==> config.mk <==
export PLATFORM = sky130hd
export DESIGN_NAME = axis_packetizer_flat
export DESIGN_NICKNAME = d
export VERILOG_FILES = /design/src/rtl/axis_packetizer_if.sv /design/src/rtl/axis_packetizer.sv /design/src/flat_wrapper.sv
export SDC_FILE = /design/constraint.sdc
export NUM_CORES = 1
export LEC_CHECK = 0
export ABC_AREA = 0
export CORE_AREA = 2 2 95 97
export CTS_BUF_LIST = sky130_fd_sc_hd__clkbuf_8
export CTS_CLUSTER_DIAMETER = 100
export CTS_CLUSTER_SIZE = 25
export DETAILED_ROUTE_END_ITERATION = 10
export DIE_AREA = 0 0 97 99
export PLACE_DENSITY = 0.86
export SYNTH_ARGS = -nofsm -noshare
export SYNTH_HDL_FRONTEND = slang
export SYNTH_SLANG_ARGS = --single-unit
==> constraint.sdc <==
create_clock -name aclk -period 6.15 [get_ports aclk]
set_clock_uncertainty 0.05 [all_clocks]
set_input_delay 0.615 -clock aclk [delete_from_list [all_inputs] [get_ports aclk]]
set_output_delay 0.615 -clock aclk [all_outputs]
set_load 0.1 [all_outputs]
==> src/rtl/axis_packetizer_if.sv <==
// AXI4-Stream link bundle: master drives data/valid/last, slave returns ready.
// Purely structural; no latency and no state.
interface axis_packetizer_if #(
  parameter int DATA_W = 32
);
  logic [DATA_W-1:0] tdata;
  logic              tvalid;
  logic              tready;
  logic              tlast;

  modport master (output tdata, output tvalid, output tlast, input tready);
  modport slave  (input tdata, input tvalid, output tready);
endinterface

==> src/rtl/axis_packetizer.sv <==
// Frames an unframed AXIS stream into cfg_data+1 word packets and counts them; 1-cycle registered
// output, s_axis ready drops whenever the output register is full and stalled.
module axis_packetizer #(
  parameter int AXIS_TDATA_WIDTH = 32,
  parameter int CNTR_WIDTH       = 16
) (
  input  logic                  aclk,
  input  logic                  areset,
  input  logic                  enable,
  input  logic [CNTR_WIDTH-1:0] cfg_data,
  output logic [31:0]           sts_data,
  axis_packetizer_if.slave      s_axis,
  axis_packetizer_if.master     m_axis
);
  typedef enum logic {IDLE = 1'b0, RUN = 1'b1} state_e;

  state_e                      state_q, state_d;
  logic [CNTR_WIDTH-1:0]       cnt_q, cnt_d;
  logic [CNTR_WIDTH-1:0]       len_q, len_d;
  logic [31:0]                 sts_q, sts_d;
  logic [AXIS_TDATA_WIDTH-1:0] tdata_q, tdata_d;
  logic                        tvalid_q, tvalid_d;
  logic                        tlast_q, tlast_d;

  logic s_rdy;
  logic accept;
  logic at_last;

  // Counter never exceeds the latched length, so an exact compare closes the packet.
  assign at_last = (cnt_q == len_q);
  assign s_rdy   = (state_q == RUN) && (enable || (cnt_q != '0)) && (!tvalid_q || m_axis.tready);
  assign accept  = s_axis.tvalid && s_rdy;

  always_ff @(posedge aclk or posedge areset) begin
    if (areset) begin
      state_q <= IDLE;
    end else begin
      state_q <= state_d;
    end
  end

  always_comb begin
    state_d = state_q;
    case (state_q)
      IDLE: if (enable) state_d = RUN;
      RUN: begin
        if (!enable && ((cnt_q == '0) || (accept && at_last))) state_d = IDLE;
      end
      default: state_d = IDLE;
    endcase
  end

  always_comb begin
    cnt_d    = cnt_q;
    len_d    = len_q;
    sts_d    = sts_q;
    tdata_d  = tdata_q;
    tvalid_d = tvalid_q;
    tlast_d  = tlast_q;
    if ((state_q == IDLE) && enable) begin
      len_d = cfg_data;
      cnt_d = '0;
    end
    if (accept) begin
      tdata_d  = s_axis.tdata;
      tvalid_d = 1'b1;
      tlast_d  = at_last;
      if (at_last) begin
        cnt_d = '0;
        sts_d = sts_q + 32'd1;
        len_d = cfg_data;
      end else begin
        cnt_d = cnt_q + 1'b1;
      end
    end else if (m_axis.tready) begin
      tvalid_d = 1'b0;
    end
  end

  always_ff @(posedge aclk or posedge areset) begin
    if (areset) begin
      cnt_q    <= '0;
      len_q    <= '0;
      sts_q    <= '0;
      tdata_q  <= '0;
      tvalid_q <= 1'b0;
      tlast_q  <= 1'b0;
    end else begin
      cnt_q    <= cnt_d;
      len_q    <= len_d;
      sts_q    <= sts_d;
      tdata_q  <= tdata_d;
      tvalid_q <= tvalid_d;
      tlast_q  <= tlast_d;
    end
  end

  assign s_axis.tready = s_rdy;
  assign m_axis.tdata  = tdata_q;
  assign m_axis.tvalid = tvalid_q;
  assign m_axis.tlast  = tlast_q;
  assign sts_data      = sts_q;
endmodule

==> src/flat_wrapper.sv <==
// flat-port wrapper written by rule: the top's interface ports become plain ports
module axis_packetizer_flat 
#(
  parameter int AXIS_TDATA_WIDTH = 32,
  parameter int CNTR_WIDTH       = 16
)
  (aclk, areset, enable, cfg_data, sts_data, s_axis_tdata, s_axis_tvalid, s_axis_tready, m_axis_tdata, m_axis_tvalid, m_axis_tlast, m_axis_tready);
  axis_packetizer_if #(.DATA_W((32))) s_axis_i ();
  axis_packetizer_if #(.DATA_W((32))) m_axis_i ();
  input  logic aclk;
  input  logic areset;
  input  logic enable;
  input  logic [CNTR_WIDTH-1:0] cfg_data;
  output logic [31:0] sts_data;
  input wire logic [$bits(s_axis_i.tdata)-1:0] s_axis_tdata;
  input wire logic [$bits(s_axis_i.tvalid)-1:0] s_axis_tvalid;
  output wire logic [$bits(s_axis_i.tready)-1:0] s_axis_tready;
  output wire logic [$bits(m_axis_i.tdata)-1:0] m_axis_tdata;
  output wire logic [$bits(m_axis_i.tvalid)-1:0] m_axis_tvalid;
  output wire logic [$bits(m_axis_i.tlast)-1:0] m_axis_tlast;
  input wire logic [$bits(m_axis_i.tready)-1:0] m_axis_tready;
  assign s_axis_i.tdata = s_axis_tdata;
  assign s_axis_i.tvalid = s_axis_tvalid;
  assign s_axis_tready = s_axis_i.tready;
  assign m_axis_tdata = m_axis_i.tdata;
  assign m_axis_tvalid = m_axis_i.tvalid;
  assign m_axis_tlast = m_axis_i.tlast;
  assign m_axis_i.tready = m_axis_tready;
  axis_packetizer #(.AXIS_TDATA_WIDTH(AXIS_TDATA_WIDTH), .CNTR_WIDTH(CNTR_WIDTH)) u_core (.aclk(aclk), .areset(areset), .enable(enable), .cfg_data(cfg_data), .sts_data(sts_data), .s_axis(s_axis_i), .m_axis(m_axis_i));
endmodule
==> results of run 1 <==
==> layout make-up <==
| cell class | instances | area [um^2] |
|---|---|---|
| fill | 594 | 2546 |
| sequential | 99 | 2477 |
| multi-input combinational | 257 | 1932 |
| timing repair buffer | 121 | 1206 |
| clock buffer | 11 | 151.4 |
| tap | 108 | 135.1 |
| clock inverter | 4 | 73.82 |
| inverter | 7 | 28.78 |
==> worst max-delay path, cell delays in order, from the launching register on <==
cell and delay [ns]:
dfrtp_1 0.45, inv_1 0.07, ha_1 0.18, nor4b_1 0.14, and4_1 0.27, a21oi_1 0.23
clkdlybuf4s50_1 1.17
==> power groups by stage <==
stage	Combinational [mW]	Clock (mW)	Sequential, mW
after floorplan	0.418	0	1.76
after global placement	1.58	0	0.947
after detailed placement	1.59	0	0.958
after CTS	1.60	0.476	0.948
after global routing	1.65	0.498	0.967
final	1.59	0.464	0.944
==> sequential cells by signal, indices dropped and copies added, names as in the netlist <==
name,flops
u_core.state_q,1
u_core.m_axis.tlast,1
u_core.m_axis.tvalid,1
u_core.sts_data,32
u_core.cnt_q,16
u_core.len_q,16
u_core.m_axis.tdata,32
==> metal layers <==
metal	routed length [um]	track usage, %
met2	4811	34.99
met5	0	0
met1	4004	25.47
met4	188	7.692
met3	666	5.319
==> placed cells by master, fill, tap and decap left out, types with 12 or more instances in the layout <==
cell type        Yosys  final
mux2_2              49     49
a21o_1              12     12
clkdlybuf4s50_1      0    119
nand2_1             29     29
o21ai_0             12     12
nand3_1             15     15
xnor2_1             30     30
nor2_1              15     15
xor2_1              17     17
dfrtp_1             99     99
==> logic make-up after synthesis <==
| kind of cell | share of synthesized area [%] |
|---|---|
| multiplexers | 12.17 |
| adder cells (fa/ha/maj) | 0.8279 |
| AND/OR/NAND/NOR | 15.89 |
| buffers and inverters | 2.760 |
| XOR/XNOR | 9.078 |
| AO/OA/AOI/OAI | 4.636 |
| flip-flops | 54.64 |
==> how the worst min path moves through the flow <==
stage,from,end,slack (ns),depth (start not counted)
final,u_core.sts_data[31],u_core.sts_data[31],0.43,1
after global routing,u_core.sts_data[31],u_core.sts_data[31],0.46,1
after floorplan,u_core.len_q[10],u_core.len_q[10],0.45,1
after global placement,u_core.sts_data[31],u_core.sts_data[31],0.41,1
after CTS,u_core.sts_data[31],u_core.sts_data[31],0.43,1
after detailed placement,u_core.sts_data[31],u_core.sts_data[31],0.41,1
==> metrics by stage <==
stage / hold WS [ns] / cell area [um^2]
final: 0.4260 / 6005
after global routing: 0.4561 / 6005
after CTS: 0.4300 / 6005
after detailed placement: 0.4110 / 5779
after global placement: 0.4107 / 5779
after floorplan: 0.4520 / 4534
==> flow_summary.yaml, run 1 <==
grt:
  grt_usage_pct: 20.57
  grt_max_degree: 73
  grt_pass1_wl_um: 16190
  grt_pass1_vias: 3531
  antenna_found_initial: 0
  grt_overflow_total: 0
die:
  chipHeight_um: 99
  rows: 34
  dieArea_mm2: 0.009603
  pin_count: 120
  initial_core_util_pct: 53.03
  core_area_mm2: 0.008551
  die_x_um: 97
logic_synthesis:
  yosysWarnings: 0
  synth_flop_cell: "dfrtp_1"
  synth_edf_count: 0
  synth-seq-cells: 99
  synth_top_area_share_pct: 54.64
  synthTopCellsByArea: "dfrtp_1 55%, mux2_2 12%, xnor2_1 5.8%"
  synth_largest_area_cell: "dfrtp_1"
  synth_cells: 381
  synth.most_common_cell: "dfrtp_1"
  synth_area_per_cell_um2: 11.90
  syn_nets: 437
  synthArstFlopShare_pct: 100.0
  netlist_area_mm2: 0.004534
  yosysSeqAreaShare_pct: 54.64
  synth_top_cells_by_count: "99 x dfrtp_1, 49 x mux2_2, 30 x xnor2_1, 29 x nand2_1, 17 x xor2_1"
  synthDistinctLibCells: 38
power_and_ir_drop:
  netSwitchingPower_mw: 1.461
  seq_power_share_pct: 31.5
  irDropWorstVdd_v: 0.0005402
  power.share.clock_pct: 15.5
  p_sw_share_pct: 48.77
  internal_power_mw: 1.535
  finalPower_mw: 2.995
  power_density_mw_per_mm2: 498.9
  power_frac_comb_pct: 53.0
  p_leak_nw: 2.672
layout:
  finalNonFillerCells: 607
  nets: 551
  antenna_cells: 0
  area_delta_synth_final_pct: 32.42
  drive_gt1_share_pct: 14.83
  final_util_pct: 70.22
hold_path:
  min_path_type: "flip-flop to flip-flop"
clock_network:
  hold_buffers: 0
  cts_root_buffer: "clkbuf_8"
  ctsResizeCount: 0
  tritoncts: "yes"
  cts_max_path_buffers: 2
  cts.sinks: 99
  cts_made_buffers: 9
  post-cts-setup-buffers: 0
  cts_max_level: 3
  insertion_delay_ns: 0.34
  clk_pin_slew_ns: 0.09
critical_path:
  r2r_end: "u_core.sts_data[27]"
  worstReg2RegStart: "u_core.cnt_q[4]"
  cp-endpoint: "s_axis_tready"
  cp.arrival_ns: 2.84
  criticalPathCategory: "flip-flop to output port"
  r2r_cells: 6
  startpoint: "u_core.cnt_q[0]"
  endpoint_kind: "output port"
  critPathMaxFanout: 7
  worstPathRequired_ns: 5.48
  r2r_slack_ns: 3.33
  cp-start-kind: "flip-flop"
timing:
  worst_pin_slew_ns: 1.012
  relSlewSlack_pct: 32.29
  finalSetupTns_ns: 0
  hold_viol: 0
  finalCritPeriodShare_pct: 56.94
  min_period_ns: 3.502
  rsz0062_at_grt: "no"
  fmax_ghz: 0.2856
  layout_setup_ws_ns: 2.648
  setup_viol: 0
  final_max_slew_viol_count: 0
routing:
  drt_iter0_drc: 146
  first_pass_iters: 4
  wl_per_cell_um: 15.93
  drc_errors: 0
  ant_nets: 0
  dr_total_vias: 3332
  avgViaCountPerCell: 5.489
  drt-total-wl_um: 9671
placement:
  dp.cells: 592
  place.detailed.hpwl_um: 6931
  place.gp.congestion: 0.8697
  place_ws_ns: 2.886
  io_buffers: 119
run:
  maxCapViolations: 0
status:
  status: "complete, no violations"
Power figures use the tool's default switching activity.
==> run 2: changes to the inputs <==
- CORE_AREA: 2 2 95 97 -> 2 2 99 101
- DIE_AREA: 0 0 97 99 -> 0 0 101 103
- PLACE_DENSITY: 0.86 -> 0.8
- clock period: 6.15 -> 3.25 ns (I/O delays scaled with it)
==> flow_summary.yaml, run 2 (synthesis results as in run 1) <==
clock_network:
  cts_made_buffers: 9
  cts_root_buffer: "clkbuf_8"
  hold_buffers: 0
  tritoncts: "yes"
  cts_max_path_buffers: 2
  cts.sinks: 99
  ctsResizeCount: 0
  insertion_delay_ns: 0.37
  cts_max_level: 3
  clk_pin_slew_ns: 0.10
  post-cts-setup-buffers: 0
timing:
  relSlewSlack_pct: 32.31
  hold_viol: 0
  rsz0062_at_grt: "no"
  setup_viol: 0
  fmax_ghz: 0.3723
  min_period_ns: 2.686
  final_max_slew_viol_count: 0
  worst_pin_slew_ns: 1.012
  finalCritPeriodShare_pct: 82.64
  finalSetupTns_ns: 0
status:
  status: "complete, no violations"
critical_path:
  worstReg2RegStart: "u_core.cnt_q[0]"
  worst-path-buf-inv: 2
  path_cells: "inv_1 > ha_1 > nor4b_1 > and4_1 > a21o_1 > buf_4 > nand2_1 > o21ai_0 > a21o_1"
  criticalPathCategory: "flip-flop to flip-flop"
  cpMostUsedCell: "a21o_1"
  r2r_end: "u_core.cnt_q[8]"
  crit_path_max_incr_delay_ns: 0.46
  crit_family: "simple AND/OR/NAND/NOR gates"
  cp.arrival_ns: 2.95
  critPathMaxFanout: 36
  cp-start-kind: "flip-flop"
  r2r_slack_ns: 0.56
  slowest_stage: "dfrtp_1"
  endpoint_kind: "flip-flop"
  r2r_cells: 9
  worstPathRequired_ns: 3.52
routing:
  drc_errors: 0
  first_pass_iters: 4
  ant_nets: 0
  dr_total_vias: 3331
  drt_iter0_drc: 119
  drt-total-wl_um: 10280
  avgViaCountPerCell: 5.407
  wl_per_cell_um: 16.69
power_and_ir_drop:
  p_leak_nw: 2.692
  irDropWorstVdd_v: 0.001073
  finalPower_mw: 5.714
  power_density_mw_per_mm2: 946.4
layout:
  seq_area_mm2: 0.002477
  final_util_pct: 63.82
  final_common_cell: "clkdlybuf4s50_1"
  antenna_cells: 0
  nets: 553
  multiInputGateArea_mm2: 0.001932
  area_delta_synth_final_pct: 33.14
  fillCellCount: 730
  layout_common_cells: "117 x clkdlybuf4s50_1, 99 x dfrtp_1, 49 x mux2_2"
  drive_gt1_share_pct: 15.54
grt:
  antenna_found_initial: 0
  grt_usage_pct: 20.88
  grt_overflow_total: 0
  grt_pass1_vias: 3589
  grt_pass1_wl_um: 16890
  grt_max_degree: 62
die:
  rows: 36
  initial_core_util_pct: 47.94
  core_area_mm2: 0.009459
  die_x_um: 101
  pin_count: 120
  dieArea_mm2: 0.01040
  chipHeight_um: 103
run:
  maxCapViolations: 0
placement:
  place.detailed.hpwl_um: 7386
  place.gp.congestion: 0.7707
  io_buffers: 119
hold_path:
  min_path_type: "input port to async pin"
[run 2: cell count changes in the layout (fill, tap and decap cells not counted), sizes merged]
| cell | before | now |
|---|---|---|
| buf | 2 | 6 |
| clkdlybuf4s50 | 119 | 117 |
| clkinv | 2 | 1 |
| inv | 7 | 8 |
| clkinvlp | 0 | 1 |
[run 2: worst max path at each step]
| stage | cells past startpoint | to | startpoint | slack [ns] |
|---|---|---|---|---|
| global placement | 7 | u_core.cnt_q[5] | u_core.cnt_q[5] | 0.73 |
| detailed placement | 9 | u_core.cnt_q[2] | u_core.cnt_q[0] | 0.59 |
| CTS | 9 | u_core.cnt_q[2] | u_core.cnt_q[0] | 0.55 |
| finish | 9 | u_core.cnt_q[8] | u_core.cnt_q[0] | 0.56 |
| floorplan | 1 | u_core.cnt_q[0] | areset | 0.28 |
| global route | 9 | u_core.cnt_q[8] | u_core.cnt_q[0] | 0.32 |
[run 2: area by class of cell]
type	instances	share of cell area [%]
Clock inverter	5	1.264
Multi-Input combinational cell	257	32.00
Tap cell	114	2.363
Timing Repair Buffer	123	20.35
Inverter	7	0.4767
Clock buffer	11	2.508
Sequential cell	99	41.04
[run 2: worst reg2reg max path, delay by kind of cell, from the launching register on]
family | cells | cell delay, ns
AND/OR/NAND/NOR | 3 | 0.94
AO/OA/AOI/OAI | 3 | 0.54
buffers and inverters | 2 | 0.50
flip-flops | 1 | 0.46
adder cells (fa/ha/maj) | 1 | 0.14
[run 2: report_power, final]
part	switching (mW)	internal (mW)	leakage, nW
clock network	0.424	0.472	0.117
registers	0.230	1.57	1.26
logic	2.16	0.861	1.31
total	2.81	2.90	2.69
[run 2: per-layer routing]
metal	share of wire (%)	GRT usage, %
met5	0	0
met4	2.2	8.628
met3	7.9	6.576
met2	47	33.08
met1	43	26.82
[run 2: through the flow]
stage / instance area [um^2] / hold slack (ns) / setup slack [ns] / std cells
floorplan: 4534 / 0.4251 / 0.2846 / 381
global placement: 5809 / 0.4238 / 0.7267 / 600
detailed placement: 5809 / 0.4366 / 0.5884 / 600
CTS: 6037 / 0.3038 / 0.5458 / 616
global route: 6037 / 0.3367 / 0.3168 / 616
finish: 6037 / 0.2888 / 0.5642 / 616
==> run 3: changes to the inputs <==
- clock period: 3.25 -> 2.55 ns (I/O delays scaled with it)
==> flow_summary.yaml, run 3 (synthesis results as in run 1) <==
placement:
  place.detailed.hpwl_um: 7265
  place.gp.congestion: 0.9330
  place_ws_ns: 0.08412
  io_buffers: 119
power_and_ir_drop:
  internal_power_mw: 3.729
  power.share.clock_pct: 16.2
  seq_power_share_pct: 31.2
  p_sw_share_pct: 49.01
  irDropWorstVdd_v: 0.001224
  power_density_mw_per_mm2: 1217
  p_leak_nw: 2.832
  power_frac_comb_pct: 52.7
  netSwitchingPower_mw: 3.584
critical_path:
  cp-start-kind: "flip-flop"
  worstReg2RegStart: "u_core.cnt_q[1]"
  worstPathRequired_ns: 2.75
  r2r_slack_ns: 0.19
  endpoint_kind: "flip-flop"
  critPathMaxFanout: 16
  criticalPathCategory: "flip-flop to flip-flop"
  r2r_end: "u_core.len_q[8]"
  r2r_cells: 8
  cp.arrival_ns: 2.56
layout:
  nets: 562
  seq_area_mm2: 0.002489
  area_delta_synth_final_pct: 32.56
  final_common_cell: "dfrtp_1"
  antenna_cells: 0
  fillCellCount: 736
  layout_common_cells: "90 x dfrtp_1, 77 x buf_4, 52 x clkdlybuf4s50_1"
  drive_gt1_share_pct: 32.35
  multiInputGateArea_mm2: 0.001954
clock_network:
  cts_made_buffers: 9
  cts_max_path_buffers: 2
  clk_pin_slew_ns: 0.09
  cts.sinks: 99
  post-cts-setup-buffers: 0
  hold_buffers: 0
  cts_root_buffer: "clkbuf_8"
  insertion_delay_ns: 0.37
  cts_max_level: 3
  tritoncts: "yes"
die:
  die_x_um: 101
  rows: 36
  pin_count: 120
  initial_core_util_pct: 47.94
  dieArea_mm2: 0.01040
  core_area_mm2: 0.009459
  chipHeight_um: 103
timing:
  setup_viol: 0
  finalSetupTns_ns: 0
  min_period_ns: 2.359
  relSlewSlack_pct: 52.70
  layout_setup_ws_ns: 0.1909
  hold_viol: 0
  rsz0062_at_grt: "no"
  worst_pin_slew_ns: 0.7080
  final_max_slew_viol_count: 0
  fmax_ghz: 0.4239
  finalCritPeriodShare_pct: 92.52
status:
  status: "complete, no violations"
hold_path:
  min_path_type: "input port to async pin"
routing:
  dr_total_vias: 3401
  drc_errors: 0
  drt_iter0_drc: 182
  wl_per_cell_um: 16.08
  drt-total-wl_um: 10040
  avgViaCountPerCell: 5.450
  first_pass_iters: 5
  ant_nets: 0
run:
  maxCapViolations: 0
grt:
  antenna_found_initial: 0
  grt_overflow_total: 0
  grt_max_degree: 39
  grt_pass1_wl_um: 16620
  grt_pass1_vias: 3396
  grt_usage_pct: 20.17
## run 3: cell type report
type / count / share of cell area (%)
tap: 114 / 2.373
multi-input combinational: 257 / 32.51
clock inverter: 6 / 1.873
timing repair buffer: 132 / 19.28
inverter: 7 / 0.4996
clock buffer: 9 / 2.061
sequential: 99 / 41.40
## run 3: how the worst max path moves through the flow
stage                        startpoint             endpoint  slack, ns  cells after the start
global route            u_core.cnt_q[1]  u_core.sts_data[23]       0.01                      9
CTS                     u_core.cnt_q[1]     u_core.cnt_q[11]       0.05                      9
floorplan           u_core.sts_data[19]  u_core.sts_data[31]       0.03                      6
global placement        u_core.cnt_q[1]  u_core.sts_data[15]       0.17                      8
finish                  u_core.cnt_q[1]      u_core.len_q[8]       0.19                      8
detailed placement      u_core.cnt_q[1]     u_core.cnt_q[11]       0.08                      8
## run 3: critical path, stage by stage (launching register included)
cell and delay, ns:
dfrtp_1 0.36, inv_1 0.06, ha_1 0.17, nor4b_1 0.14, and4_2 0.29, a21o_4 0.25
nand2b_2 0.19, nand2_2 0.35, mux2_2 0.39
## run 3: per-layer routing
metal / global-route usage, % / vias to the layer above / routed length, um
met5: 0 / - / 0
met4: 6.341 / 0 / 144
met3: 6.915 / 15 / 855
met2: 31.49 / 137 / 4816
met1: 26.75 / 1665 / 4219
li1: - / 1584 / -
## run 3: power by group through the flow
stage                     Combinational [mW]  Sequential [mW]  Clock [mW]
after floorplan                         1.02             4.26           0
after CTS                               3.85             2.28        1.22
final                                   3.85             2.28        1.18
after detailed placement                3.84             2.30           0
after global routing                    4.01             2.34        1.28
after global placement                  3.79             2.29           0
## run 3: repair_timing
item / CTS / global route
hold endpoints to repair: 0 / 0
endpoints found under the setup margin: 0 / 70
resized for setup: 0 / 4
## run 3: stage by stage
| step | instances | total power, mW | util [%] | instance area, um^2 | hold WS, ns |
|---|---|---|---|---|---|
| 3_5_place_dp | 609 | 6.148 | 60.85 | 5756 | 0.4143 |
| 6_report | 624 | 7.313 | 63.54 | 6011 | 0.2929 |
| 4_1_cts | 624 | 7.351 | 63.35 | 5992 | 0.3067 |
| 5_1_grt | 624 | 7.625 | 63.54 | 6011 | 0.3546 |
| 2_1_floorplan | 381 | 5.272 | - | 4553 | 0.3555 |
| 3_3_place_gp | 609 | 6.075 | 60.85 | 5756 | 0.4089 |
